===== config.mk =====
export PLATFORM = sky130hd
export DESIGN_NAME = uart_apb_regfile
export DESIGN_NICKNAME = d
export VERILOG_FILES = /design/src/rtl/uart_apb_regfile.sv
export SDC_FILE = /design/constraint.sdc
export NUM_CORES = 1
export LEC_CHECK = 0
export BUFFER_PORTS_ARGS = -buffer_cell sky130_fd_sc_hd__buf_2
export CAP_MARGIN = 20
export CORE_UTILIZATION = 39
export CTS_CLUSTER_DIAMETER = 150
export CTS_CLUSTER_SIZE = 28
export DETAILED_ROUTE_END_ITERATION = 8
export PLACE_DENSITY = 0.76
export SLEW_MARGIN = 20
export SYNTH_ARGS = -nofsm -noshare
export SYNTH_HDL_FRONTEND = slang
export SYNTH_SLANG_ARGS = --single-unit

===== constraint.sdc =====
create_clock -name pclk -period 1.25 [get_ports pclk]
set_input_delay 0.125 -clock pclk [delete_from_list [all_inputs] [get_ports pclk]]
set_output_delay 0.125 -clock pclk [all_outputs]
set_load 0.05 [all_outputs]

===== src/rtl/uart_apb_regfile.sv =====
// UART APB register bank.
//
// Sits behind the APB access FSM and decodes its one-cycle rd_en/wr_en strobes.
// It holds the CTRL, BAUD, INT_EN and INT_STAT registers. It also generates the
// TX FIFO push and RX FIFO pop strobes, and a registered interrupt line.
// prdata is combinational, so read data is valid in the same cycle as rd_en.
//
// Register map (word index paddr[4:2]):
//   0 CTRL RW, 1 BAUD RW, 2 TXDATA WO, 3 RXDATA RO,
//   4 STATUS RO, 5 INT_EN RW, 6 INT_STAT W1C, 7 reserved.
//
// Ports:
//   pclk, preset_n                  clock, synchronous active-low reset
//   rd_en, wr_en, paddr, pwdata     access strobes and address/data from the APB FSM
//   prdata, pslverr                 combinational read data and error response
//   uart_en..stop2, baud_div        CTRL fields and baud divisor
//   tx_wdata, tx_push, tx_full/empty     TX FIFO write side and status
//   rx_rdata, rx_pop, rx_full/empty      RX FIFO read side and status
//   ev_*                            one-cycle event pulses from the TX/RX engines
//   irq                             registered interrupt
//
// Build option: define UART_APB_PSLVERR_EN to raise pslverr on accesses to
// reserved or wrong-direction registers. When it is undefined, pslverr is
// tied to 0.
module uart_apb_regfile #(
  parameter int unsigned ADDR_W   = 5,
  parameter logic [15:0] BAUD_RST = 16'd326,
  parameter int unsigned DATA_W   = 32
) (
  input  logic              pclk,
  input  logic              preset_n,
  input  logic              rd_en,
  input  logic              wr_en,
  input  logic [ADDR_W-1:0] paddr,
  input  logic [DATA_W-1:0] pwdata,
  output logic [DATA_W-1:0] prdata,
  output logic              pslverr,
  output logic              uart_en,
  output logic              tx_en,
  output logic              rx_en,
  output logic              par_en,
  output logic              par_odd,
  output logic              stop2,
  output logic [15:0]       baud_div,
  output logic [7:0]        tx_wdata,
  output logic              tx_push,
  input  logic              tx_full,
  input  logic              tx_empty,
  input  logic [7:0]        rx_rdata,
  output logic              rx_pop,
  input  logic              rx_full,
  input  logic              rx_empty,
  input  logic              ev_tx_done,
  input  logic              ev_rx_ovr,
  input  logic              ev_par_err,
  input  logic              ev_frm_err,
  output logic              irq
);

  logic [5:0]  ctrl_q, ctrl_d;
  logic [15:0] baud_q, baud_d;
  logic [5:0]  int_en_q, int_en_d;
  logic [5:0]  int_stat_q, int_stat_d;
  logic        irq_q, irq_d;

  logic [2:0]  idx;
  logic        rd_acc;
  logic        tx_ovf_set, rx_udf_set;
  logic [5:0]  int_set, int_clr;
  logic        unused_bits;

  assign idx         = paddr[4:2];
  // A write takes priority if both strobes are asserted.
  assign rd_acc      = rd_en & ~wr_en;
  assign unused_bits = ^{paddr[1:0], pwdata[DATA_W-1:16]};

  // FIFO strobes are suppressed while the block is held in reset.
  assign tx_push    = preset_n & wr_en & (idx == 3'd2) & ~tx_full;
  assign tx_ovf_set = wr_en & (idx == 3'd2) & tx_full;
  assign rx_pop     = preset_n & rd_acc & (idx == 3'd3) & ~rx_empty;
  assign rx_udf_set = rd_acc & (idx == 3'd3) & rx_empty;
  assign tx_wdata   = pwdata[7:0];

`ifdef UART_APB_PSLVERR_EN
  // A flagged write needs no extra gating: no register decodes at those indices.
  assign pslverr = (wr_en & ((idx == 3'd7) | (idx == 3'd3) | (idx == 3'd4))) |
                   (rd_acc & ((idx == 3'd7) | (idx == 3'd2)));
`else
  assign pslverr = 1'b0;
`endif

  always_comb begin
    prdata = '0;
    if (rd_acc) begin
      unique case (idx)
        3'd0:    prdata = DATA_W'(ctrl_q);
        3'd1:    prdata = DATA_W'(baud_q);
        3'd3:    prdata = rx_empty ? '0 : DATA_W'(rx_rdata);
        3'd4:    prdata = DATA_W'({tx_full, tx_empty, rx_full, rx_empty});
        3'd5:    prdata = DATA_W'(int_en_q);
        3'd6:    prdata = DATA_W'(int_stat_q);
        default: prdata = '0;
      endcase
    end
  end

  always_comb begin
    ctrl_d   = ctrl_q;
    baud_d   = baud_q;
    int_en_d = int_en_q;
    if (wr_en) begin
      unique case (idx)
        3'd0:    ctrl_d = pwdata[5:0];
        // The divisor must not change in the middle of a frame.
        3'd1:    if (!ctrl_q[0]) baud_d = pwdata[15:0];
        3'd5:    int_en_d = pwdata[5:0];
        default: ;
      endcase
    end
    int_set    = {rx_udf_set, tx_ovf_set, ev_frm_err, ev_par_err, ev_rx_ovr, ev_tx_done};
    int_clr    = (wr_en && idx == 3'd6) ? pwdata[5:0] : 6'd0;
    // A set and a W1C in the same cycle leave the bit set.
    int_stat_d = (int_stat_q & ~int_clr) | int_set;
    irq_d      = |(int_stat_q & int_en_q);
  end

  always_ff @(posedge pclk) begin
    if (!preset_n) begin
      ctrl_q     <= '0;
      baud_q     <= BAUD_RST;
      int_en_q   <= '0;
      int_stat_q <= '0;
      irq_q      <= 1'b0;
    end else begin
      ctrl_q     <= ctrl_d;
      baud_q     <= baud_d;
      int_en_q   <= int_en_d;
      int_stat_q <= int_stat_d;
      irq_q      <= irq_d;
    end
  end

  assign {stop2, par_odd, par_en, rx_en, tx_en, uart_en} = ctrl_q;
  assign baud_div = baud_q;
  assign irq      = irq_q;

endmodule


==> Yosys cells after proc, flatten, opt, wreduce, memory -nomap -nowiden <==
Index checks and enable logic that the tools add are counted.
{ "totals": {"ff_bits": 35, "in_bits": 57, "elab_cells": 40} }
{ "classes": {"eq_ne": 6, "muxes": 4, "bitwise": 19, "reduce_logical": 6} }
{ "ops": {"columns": ["cell", "n"], "rows": [
  ["16-bit one-hot mux with 6 select lines", 1],
  ["16-bit two-way mux", 1],
  ["6-bit bitwise AND", 2],
  ["1-bit bitwise AND", 11],
  ["3-bit equality test, second input constant", 3],
  ["8-bit two-way mux", 1],
  ["3-bit by 2-bit equality test with 1-bit output, second input constant", 2],
  ["6-bit two-way mux", 1],
  ["6-bit NOT", 1],
  ["6-bit bitwise OR", 1],
  ["6-bit OR reduction", 1],
  ["1-bit NOT", 4],
  ["2-bit AND reduction", 2],
  ["3-bit by 1-bit equality test with 1-bit output, second input constant", 1],
  ["3-bit zero test", 1],
  ["3-bit AND reduction", 1],
  ["1-bit logical AND", 1]
]} }

==> Depth between registers and ports, before layout <==
Gate-level depths: netlist of run 1.
{ "depth": {"depth_word": 6, "mapped_depth": 5} }

==> Least setup slack after synthesis of run 1 <==
OpenSTA, ideal clock, no wires.
{ "synth_timing": {"path_type": "reg2out", "from": "register ctrl_q[1]", "to": "output prdata[1]", "arrival_time_ns": 1.845, "required_time_ns": 1.125, "path_slack_ns": -0.720, "path_stages_with_launch": 4, "cell_sequence": "dfxtp_1 -> mux2i_1 -> a211o_1 -> a21oi_1"} }
{ "synth_via": {"elab_chain_cells": 2} }
{ "synth_rtl": {"columns": ["element", "line", "source"], "rows": [
  ["start: declaration", "60", "logic [5:0] ctrl_q, ctrl_d;"],
  ["start signal: assignment", "135", "ctrl_q <= ctrl_d;"],
  ["16-bit one-hot mux with 6 select lines", "95", "unique case (idx)"],
  ["16-bit two-way mux", "94", "if (rd_acc) begin"],
  ["end: declaration", "36", "output logic [DATA_W-1:0] prdata,"]
]} }
Every way passes these cells.

==> Worst setup path in the final report of run 1 <==
{ "layout_timing": {"from": "register baud_q[5], in the netlist baud_div[5]", "to": "output prdata[5]"} }
{ "layout_via": {"elab_chain_cells": 2} }
{ "layout_rtl": {"columns": ["element", "line", "source"], "rows": [
  ["start: declaration", "61", "logic [15:0] baud_q, baud_d;"],
  ["start signal: assignment", "136", "baud_q <= baud_d;"],
  ["16-bit one-hot mux with 6 select lines", "95", null],
  ["16-bit two-way mux", "94", null]
]} }
Every way passes these cells.

==> results of run 1 <==
-- timing repair --
| action | in CTS | in global routing |
|---|---|---|
| pin swaps | 12 | 7 |
| endpoints found under the setup margin | 17 | 19 |
| endpoints found under the hold margin | 0 | 0 |
| gates resized for setup | 58 | 11 |
| cloned | 2 | 1 |
| setup buffers | 6 | 1 |
-- path summary, 6_finish.rpt --
path	slack (ns)	endpoint	start	cells past startpoint
max	-0.24	prdata[5]	baud_div[5]	4
max reg2reg	0.03	baud_div[8]	ctrl_q[0]	5
min	0.03	int_stat_q[1]	ev_rx_ovr	2
min reg2reg	0.50	baud_div[15]	baud_div[15]	2
-- layout by cell type, fill, tap and decap left out, drive strengths merged --
| master | synthesis | final |
|---|---|---|
| clkbuf | 7 | 6 |
| and3 | 11 | 11 |
| and4bb | 1 | 1 |
| a21boi | 7 | 7 |
| and4 | 1 | 1 |
| buf | 34 | 144 |
| nand4b | 1 | 1 |
| conb | 1 | 17 |
| clkinv | 0 | 1 |
| a41o | 1 | 1 |
| or3b | 1 | 1 |
| a22oi | 11 | 11 |
| bufbuf | 0 | 1 |
| a222oi | 2 | 2 |
| mux2 | 6 | 6 |
| mux2i | 14 | 14 |
| and2b | 1 | 1 |
| inv | 2 | 2 |
| and4b | 1 | 1 |
| dfxtp | 35 | 35 |
| nor2 | 16 | 16 |
| nand3 | 21 | 21 |
| nor2b | 4 | 4 |
| a21oi | 19 | 19 |
| a211o | 2 | 2 |
| nor4b | 1 | 1 |
| nand2 | 1 | 1 |
| nand2b | 1 | 1 |
| nor3b | 3 | 3 |
| a31oi | 1 | 1 |
| and3b | 1 | 1 |
| o21a | 5 | 5 |
| o21ai | 19 | 19 |
| xor2 | 1 | 1 |
-- through the flow --
step / std cells / setup TNS, ns
finish: 426 / -1.814
global route: 426 / -2.373
CTS: 424 / -1.520
detailed placement: 409 / -6.086
global placement: 409 / -5.632
floorplan: 248 / -0.2124
-- worst max-delay path, delay by kind of cell, from the launching register on --
kind            cells  cell delay [ns]
flops               1             0.34
compound gates      2             0.40
buf+inv             2             0.34
-- power groups by stage --
stage / logic [mW] / clock network [mW] / registers, mW
finish: 0.800 / 0.851 / 1.17
CTS: 0.774 / 0.863 / 1.17
detailed placement: 0.701 / 0 / 1.19
global route: 0.839 / 0.904 / 1.17
floorplan: 0.471 / 0 / 1.25
global placement: 0.695 / 0 / 1.19
-- flip-flops by register name, indices dropped and copies added, names as in the netlist --
| signal | cells |
|---|---|
| ctrl_q | 6 |
| irq | 1 |
| int_stat_q | 6 |
| int_en_q | 6 |
| baud_div | 16 |
-- cell type report --
type / count / area share (%)
inverters: 2 / 0.2320
repair buffers: 145 / 32.71
flip-flops and latches: 35 / 22.51
clock buffers: 6 / 2.552
clock inverters: 1 / 0.1547
multi-input cells: 170 / 39.25
well taps: 67 / 2.591
-- logic make-up (layout without fill, tap and decap cells) --
logic type	Yosys count	in the layout	share of synthesized area, %
multiplexers	20	20	10.22
other	1	17	0.1846
XOR/XNOR	1	1	0.4311
AO/OA/AOI/OAI	67	67	20.51
buffers and inverters	43	154	14.47
flip-flops	35	35	34.48
AND/OR/NAND/NOR	65	65	19.70
-- metal layers --
| metal | track usage (%) | routed length (um) | vias to the layer above |
|---|---|---|---|
| met4 | 7.692 | 130 | 0 |
| met3 | 4.472 | 519 | 19 |
| li1 | - | - | 1052 |
| met1 | 34.72 | 3022 | 1090 |
| met2 | 42.12 | 3320 | 133 |
| met5 | 0 | 0 | - |
==> flow_metrics.env, run 1 <==
export IMPL_ant_nets=0
export IMPL_die_x_um=74.18
export IMPL_postLayoutCoreUtil_pct=66.31
export IMPL_grt_first_pass_wirelength_mm=10.42
export IMPL_place_hpwl_mm=4.498
export IMPL_intPower_mw=1.861
export IMPL_cp_slowest_cell="a222oi_1"
export IMPL_cts_root_buf="clkbuf_8"
export IMPL_yosys_warnings=0
export IMPL_drive_gt1_share_pct=58.50
export IMPL_pwr_share_comb_pct=28.4
export IMPL_gp_congestion=0.8274
export IMPL_seq_power_share_pct=41.5
export IMPL_power_density_nw_per_um2=871.3
export IMPL_cts_hold_buf=0
export IMPL_place_ws_ns=-0.3240
export IMPL_multi_input_area_sq_um=1270
export IMPL_status="finished with violations"
export IMPL_slew_viol_final=0
export IMPL_synthTopCellsByArea="dfxtp_1 34%, buf_4 9.6%, mux2i_1 6.9%"
export IMPL_grt_pass1_vias=2107
export IMPL_row_count=25
export IMPL_setup_viol=17
export IMPL_whs_ns=0.03253
export IMPL_finalClockSkew_ns=0.0009484
export IMPL_endpoint_kind="primary output"
export IMPL_num_vias=2294
export IMPL_fin_crit_sh_pct=119.6
export IMPL_die_y_um=74.18
export IMPL_synthTopCellsByCount="35 x dfxtp_1, 26 x buf_4, 21 x nand3_1"
export IMPL_routed_wl_mm=6.993
export IMPL_p_sw_share_pct=33.97
export IMPL_required_ns=1.12
export IMPL_netlist_instances=232
export IMPL_async_reset_ff_share_pct=0
export IMPL_cts_tree="built"
export IMPL_synth_edff_count=0
export IMPL_place_area_sq_um=2814
export IMPL_cts_buffers_inserted=5
export IMPL_syn_cell_area_sq_um=2032
export IMPL_finalInstanceArea_sq_um=3236
export IMPL_clkTransAtPathRegs_ns=0.07
export IMPL_synth_most_common_cell="dfxtp_1"
export IMPL_pwr_share_clk_pct=30.2
export IMPL_drc_errors=0
export IMPL_path_max_fanout=3
export IMPL_synth_cell_types=37
export IMPL_nets=416
export IMPL_cp_cell_sequence="a222oi_1, buf_4, a21oi_4, buf_6"
export IMPL_num_fill_cells=389
export IMPL_power_leakage_nw=1.529
export IMPL_synth_seq_cells=35
export IMPL_cts_sinks=35
export IMPL_synth_area_leader_cell="dfxtp_1"
export IMPL_antenna_found_initial=0
export IMPL_cp_arrival_ns=1.37
export IMPL_drtIter0Drc=159
export IMPL_antennaDiodeCount=0
export IMPL_syn2layout_area_growth_pct=59.24
export IMPL_setup_ws_ns=-0.2448
export IMPL_vias_per_cell=5.385
export IMPL_register_area_sq_um=728.2
export IMPL_port_buffers=87
export IMPL_dieArea_sq_um=5503
export IMPL_grtUsageTotal_pct=25.76
export IMPL_p_sw_mw=0.9578
export IMPL_hold_path_class="in -> reg"
export IMPL_maxCapViolations=0
export IMPL_vdd_ir_drop_max_uv=587.0
export IMPL_synth_seq_area_share_pct=34.48
export IMPL_clock_fmax_mhz=669.0
export IMPL_ios=123
export IMPL_syn_avg_cell_area_sq_um=8.758
export IMPL_start_kind="flip-flop"
export IMPL_cts_max_path_buffers=2
export IMPL_grt_setup_unrepaired="yes"
export IMPL_max_stage_delay_ns=0.35
export IMPL_synth_flop_cell="dfxtp_1"
export IMPL_hold_violations=0
export IMPL_clk_latency_ns=0.29
export IMPL_coreArea_sq_um=4880
export IMPL_grt_overflow_total=0
export IMPL_totalPowerFinal_mw=2.819
export IMPL_wl_per_cell_um=16.42
export IMPL_start_util_pct=41.64
export IMPL_drtPass1Iterations=6
export IMPL_layout_min_cycle_time_ns=1.495
export IMPL_grt_max_degree=26
export IMPL_violations="negative setup slack"
export IMPL_crit_type="reg -> out"
export IMPL_netlist_area_leader_share_pct=34.48
export IMPL_h_tree_depth=2
Note: power is estimated with default switching activity, not from simulation.
==> inputs of run 2 (changes only) <==
--- a/config.mk
+++ b/config.mk
@@ -5,13 +5,13 @@
 export SDC_FILE = /design/constraint.sdc
 export NUM_CORES = 1
 export LEC_CHECK = 0
-export BUFFER_PORTS_ARGS = -buffer_cell sky130_fd_sc_hd__buf_2
 export CAP_MARGIN = 20
-export CORE_UTILIZATION = 39
+export CORE_UTILIZATION = 40
 export CTS_CLUSTER_DIAMETER = 150
 export CTS_CLUSTER_SIZE = 28
 export DETAILED_ROUTE_END_ITERATION = 8
-export PLACE_DENSITY = 0.76
+export DONT_BUFFER_PORTS = 1
+export HOLD_SLACK_MARGIN = 0.1
 export SLEW_MARGIN = 20
 export SYNTH_ARGS = -nofsm -noshare
 export SYNTH_HDL_FRONTEND = slang
==> flow_metrics.env, run 2 (synthesis gave the netlist of run 1 again) <==
export IMPL_power_density_nw_per_um2=866.7
export IMPL_cp_cell_sequence="a222oi_1, buf_4, a21oi_4, buf_12"
export IMPL_cts_buffers_inserted=5
export IMPL_cts_sinks=35
export IMPL_drive_gt1_share_pct=40.89
export IMPL_cts_max_path_buffers=2
export IMPL_die_x_um=73.28
export IMPL_final_cell_mix="39 x buf_4, 22 x dlygate4sd3_1, 21 x nand3_1"
export IMPL_fin_crit_sh_pct=119.9
export IMPL_holdPathStages=3
export IMPL_largest_register_ffs=16
export IMPL_syn2layout_area_growth_pct=46.61
export IMPL_wl_per_cell_um=17.39
export IMPL_crit_type="reg -> out"
export IMPL_tightest_slew_ns=0.6404
export IMPL_place_ws_ns=-0.04962
export IMPL_intPower_mw=1.748
export IMPL_antenna_found_initial=0
export IMPL_ant_nets=0
export IMPL_drtPass1Iterations=4
export IMPL_grt_busiest_layer="met2"
export IMPL_drtIter0Drc=174
export IMPL_ios=123
export IMPL_row_count=25
export IMPL_hold_path_class="in -> reg"
export IMPL_cts_root_buf="clkbuf_8"
export IMPL_grtUsageTotal_pct=23.99
export IMPL_rr_worst_depth=5
export IMPL_required_ns=1.12
export IMPL_final_common_cell="buf_4"
export IMPL_p_sw_share_pct=32.31
export IMPL_die_y_um=73.28
export IMPL_endpoint_kind="primary output"
export IMPL_min_from="preset_n"
export IMPL_finalClockSkew_ns=0.006818
export IMPL_power_leakage_nw=1.213
export IMPL_gp_congestion=0.8640
export IMPL_antennaDiodeCount=0
export IMPL_use_met2_pct=37.65
export IMPL_slew_headroom_pct=57.14
export IMPL_grt_util_met1_pct=32.06
export IMPL_start_util_pct=42.18
export IMPL_grt_setup_unrepaired="yes"
export IMPL_place_hpwl_mm=4.105
export IMPL_dieArea_sq_um=5369
export IMPL_setup_viol=6
export IMPL_start_kind="flip-flop"
export IMPL_path_max_fanout=2
export IMPL_violations="negative setup slack"
export IMPL_cts_tree="built"
export IMPL_use_met3_pct=6.447
export IMPL_coreArea_sq_um=4817
export IMPL_rr_endpoint="baud_div[6]"
export IMPL_grt_pass1_vias=1799
export IMPL_maxCapViolations=0
export IMPL_setup_ws_ns=-0.2485
export IMPL_vias_per_cell=5.318
export IMPL_reg2reg_slack_ns=0.10
export IMPL_fin_setup_tns_ns=-1.306
export IMPL_grt_max_degree=27
export IMPL_clkTransAtPathRegs_ns=0.07
export IMPL_r2r_start="ctrl_q[0]"
export IMPL_clk_latency_ns=0.29
export IMPL_p_sw_mw=0.8343
export IMPL_min_to="int_stat_q[4]"
export IMPL_nets=347
export IMPL_seq_power_share_pct=45.3
export IMPL_hold_violations=0
export IMPL_status="finished with violations"
export IMPL_vdd_ir_drop_max_uv=606.6
export IMPL_grt_first_pass_wirelength_mm=9.397
export IMPL_pwr_share_clk_pct=31.6
export IMPL_clock_fmax_mhz=667.3
export IMPL_port_buffers=0
export IMPL_h_tree_depth=2
export IMPL_num_vias=1904
export IMPL_pwr_share_comb_pct=23.1
export IMPL_cp_arrival_ns=1.37
export IMPL_max_stage_delay_ns=0.34
export IMPL_routed_wl_mm=6.227
export IMPL_grt_overflow_total=0
export IMPL_slew_viol_final=0
export IMPL_drc_errors=0
export IMPL_cp_slowest_cell="a222oi_1"
export IMPL_layout_min_cycle_time_ns=1.499
[run 2: cell types whose count changed in the layout (fill, tap and decap cells not counted), moves of 2 or more]
cell and change:
buf_12 +13, buf_2 -68, buf_4 -14, buf_6 -19, dlygate4sd3_1 +22, o21ai_1 -2
[run 2: worst max path at each step]
| stage | start | endpoint | cells past startpoint |
|---|---|---|---|
| CTS | baud_div[5] | prdata[5] | 4 |
| global placement | rx_empty | prdata[2] | 5 |
| finish | baud_div[5] | prdata[5] | 4 |
| floorplan | paddr[2] | prdata[4] | 5 |
| global route | baud_div[5] | prdata[5] | 4 |
| detailed placement | rx_empty | prdata[2] | 5 |
[run 2: critical path, delay by kind of cell (launching register included)]
kind	cells	cell delay, ns
buffers and inverters	2	0.36
DFF	1	0.33
AOI/OAI and AO/OA	2	0.40
[run 2: final cells by class]
| type | instances | area, sq um |
|---|---|---|
| clock buffer | 6 | 72.57 |
| clock inverter | 2 | 12.51 |
| fill | 440 | 1838 |
| inverter | 2 | 7.507 |
| multi-input combinational | 170 | 1270 |
| sequential | 35 | 728.2 |
| tap | 67 | 83.83 |
| timing repair buffer | 76 | 804.5 |
[run 2: repair_timing]
item / 4_1_cts / 5_1_grt
hold endpoints to repair: 34 / 0
hold buffers: 22 / 0
resized for setup: 15 / 8
pin swaps: 10 / 8
setup buffers: 2 / 1
endpoints found under the setup margin: 6 / 17
[run 2: metrics by stage]
stage	instance area, sq um	cells	hold WS, ns	total power, mW	util [%]
global route	2979	358	0.1104	2.673	61.84
detailed placement	2576	325	0.2044	1.683	53.48
floorplan	2240	248	0.2488	1.721	-
CTS	2949	357	0.1037	2.574	61.22
finish	2979	358	0.1103	2.582	61.84
global placement	2576	325	0.2011	1.678	53.48
[run 2: per-layer routing]
metal / wire [um] / up-vias
li1: - / 920
met1: 2707 / 892
met2: 2950 / 83
met3: 494 / 9
met4: 74 / 0
met5: 0 / -
[run 2: power by group through the flow]
stage                     clock, mW  sequential [mW]  combinational, mW
after floorplan                   0             1.25              0.471
after global placement            0             1.19              0.487
after detailed placement          0             1.19              0.490
after CTS                     0.824             1.17              0.582
after global routing          0.872             1.17              0.628
final                         0.817             1.17              0.596
==> inputs of run 3 (changes only) <==
==> constraint.sdc (replaced) <==
create_clock -name pclk -period 1.8 [get_ports pclk]
set_input_delay 0.18 -clock pclk [delete_from_list [all_inputs] [get_ports pclk]]
set_output_delay 0.18 -clock pclk [all_outputs]
set_load 0.05 [all_outputs]
==> flow_metrics.env, run 3 (synthesis gave the netlist of run 1 again) <==
export IMPL_power_density_nw_per_um2=661.1
export IMPL_slew_viol_final=0
export IMPL_cts_max_path_buffers=2
export IMPL_required_ns=1.62
export IMPL_num_fill_cells=472
export IMPL_cp_cell_sequence="mux2_1, a22oi_1, a21oi_2, buf_12"
export IMPL_antenna_found_initial=0
export IMPL_die_y_um=73.28
export IMPL_wl_per_cell_um=17.46
export IMPL_cts_setup_buffers=0
export IMPL_h_tree_depth=2
export IMPL_r2r_start="ctrl_q[0]"
export IMPL_nets=338
export IMPL_rr_worst_depth=3
export IMPL_drtPass1Iterations=4
export IMPL_grt_first_pass_wirelength_mm=9.549
export IMPL_layout_min_cycle_time_ns=1.616
export IMPL_path_max_fanout=4
export IMPL_rr_endpoint="baud_div[6]"
export IMPL_finalClockSkew_ns=0.005889
export IMPL_grtUsageTotal_pct=24.00
export IMPL_power_leakage_nw=1.153
export IMPL_antennaDiodeCount=0
export IMPL_slew_headroom_pct=40.11
export IMPL_num_vias=1906
export IMPL_vias_per_cell=5.461
export IMPL_cts_resized=0
export IMPL_grt_overflow_total=0
export IMPL_drive_gt1_share_pct=22.70
export IMPL_hold_path_class="in -> reg"
export IMPL_cp_arrival_ns=1.44
export IMPL_clock_fmax_mhz=618.8
export IMPL_place_hpwl_mm=4.019
export IMPL_ios=123
export IMPL_crit_end="prdata[0]"
export IMPL_crit_type="reg -> out"
export IMPL_syn2layout_area_growth_pct=35.10
export IMPL_grt_setup_unrepaired="no"
export IMPL_final_cell_mix="35 x dfxtp_1, 31 x buf_4, 22 x dlygate4sd3_1"
export IMPL_cts_hold_buf=22
export IMPL_ant_nets=0
export IMPL_holdPathStages=2
export IMPL_start_util_pct=42.18
export IMPL_setup_viol=0
export IMPL_status="finished, final reports clean"
export IMPL_cts_sinks=35
export IMPL_clkTransAtPathRegs_ns=0.07
export IMPL_cts_tree="built"
export IMPL_start_kind="flip-flop"
export IMPL_cp_slowest_cell="dfxtp_1"
export IMPL_maxCapViolations=0
export IMPL_hold_violations=0
export IMPL_routed_wl_mm=6.094
export IMPL_row_count=25
export IMPL_largest_register_ffs=16
export IMPL_cts_root_buf="clkbuf_8"
export IMPL_setup_worst_path_start="ctrl_q[0]"
export IMPL_dieArea_sq_um=5369
export IMPL_grt_max_degree=26
export IMPL_gp_congestion=0.8499
export IMPL_postLayoutCoreUtil_pct=56.99
export IMPL_reg2reg_slack_ns=0.50
export IMPL_final_common_cell="dfxtp_1"
export IMPL_drc_errors=0
export IMPL_tightest_slew_ns=0.8924
export IMPL_port_buffers=0
export IMPL_cts_buffers_inserted=5
export IMPL_fin_crit_sh_pct=89.77
export IMPL_die_x_um=73.28
export IMPL_coreArea_sq_um=4817
export IMPL_max_stage_delay_ns=0.34
export IMPL_fin_setup_tns_ns=0
export IMPL_clk_latency_ns=0.29
export IMPL_endpoint_kind="primary output"
export IMPL_drtIter0Drc=130
export IMPL_grt_pass1_vias=1829
export IMPL_vdd_ir_drop_max_uv=479.0
[run 3: cell count changes in the layout (fill, tap and decap cells not counted), moves of 8 or more]
cell     before  now
dfxtp_1      17   35
dfxtp_2      16    0
a22oi_1       3   11
a22oi_2       8    0
and3_1        3   11
and3_2        8    0
buf_4        39   31
[run 3: final cells by class]
type / instances / area, sq um / area share, %
Sequential cell: 35 / 700.7 / 25.52
Multi-Input combinational cell: 170 / 1120 / 40.79
Timing Repair Buffer: 67 / 733.2 / 26.71
Clock buffer: 8 / 100.1 / 3.646
Tap cell: 67 / 83.83 / 3.054
Inverter: 2 / 7.507 / 0.2735
[run 3: routing by layer]
layer	routed length, um	up-vias	GRT usage, %
li1	-	895	-
met1	2648	908	31.94
met2	2818	94	37.86
met3	507	9	5.487
met4	119	0	8.932
met5	0	-	0
[run 3: power breakdown]
group / total, mW / leakage (nW) / internal, mW / switching, mW
Clock: 0.637 / 0.0515 / 0.349 / 0.287
Sequential: 0.811 / 0.285 / 0.796 / 0.0148
Combinational: 0.367 / 0.816 / 0.122 / 0.245
Total: 1.81 / 1.15 / 1.27 / 0.547
[run 3: worst max-delay path, delay by kind of cell, from the launching register on]
family / cells / cell delay, ns
DFF: 1 / 0.34
AOI/OAI and AO/OA: 2 / 0.31
muxes: 1 / 0.30
buffers and inverters: 1 / 0.20
[run 3: through the flow]
stage	hold slack, ns	total power [mW]	cell area, sq um	std cells	worst slack [ns]
floorplan	0.3038	1.178	2115	248	0.06645
global placement	0.2559	1.144	2425	319	0.2308
CTS	0.1273	1.822	2745	349	0.1741
finish	0.1265	1.815	2745	349	0.1841
detailed placement	0.2601	1.147	2425	319	0.2344
global route	0.1450	1.881	2745	349	0.09536
[run 3: how the worst min path moves through the flow]
stage                     startpoint             to
after global routing       pwdata[0]  int_stat_q[0]
after global placement      preset_n    baud_div[1]
after floorplan           ev_tx_done  int_stat_q[0]
final                      pwdata[1]  int_stat_q[1]
after CTS                  pwdata[1]  int_stat_q[1]
after detailed placement    preset_n    baud_div[1]
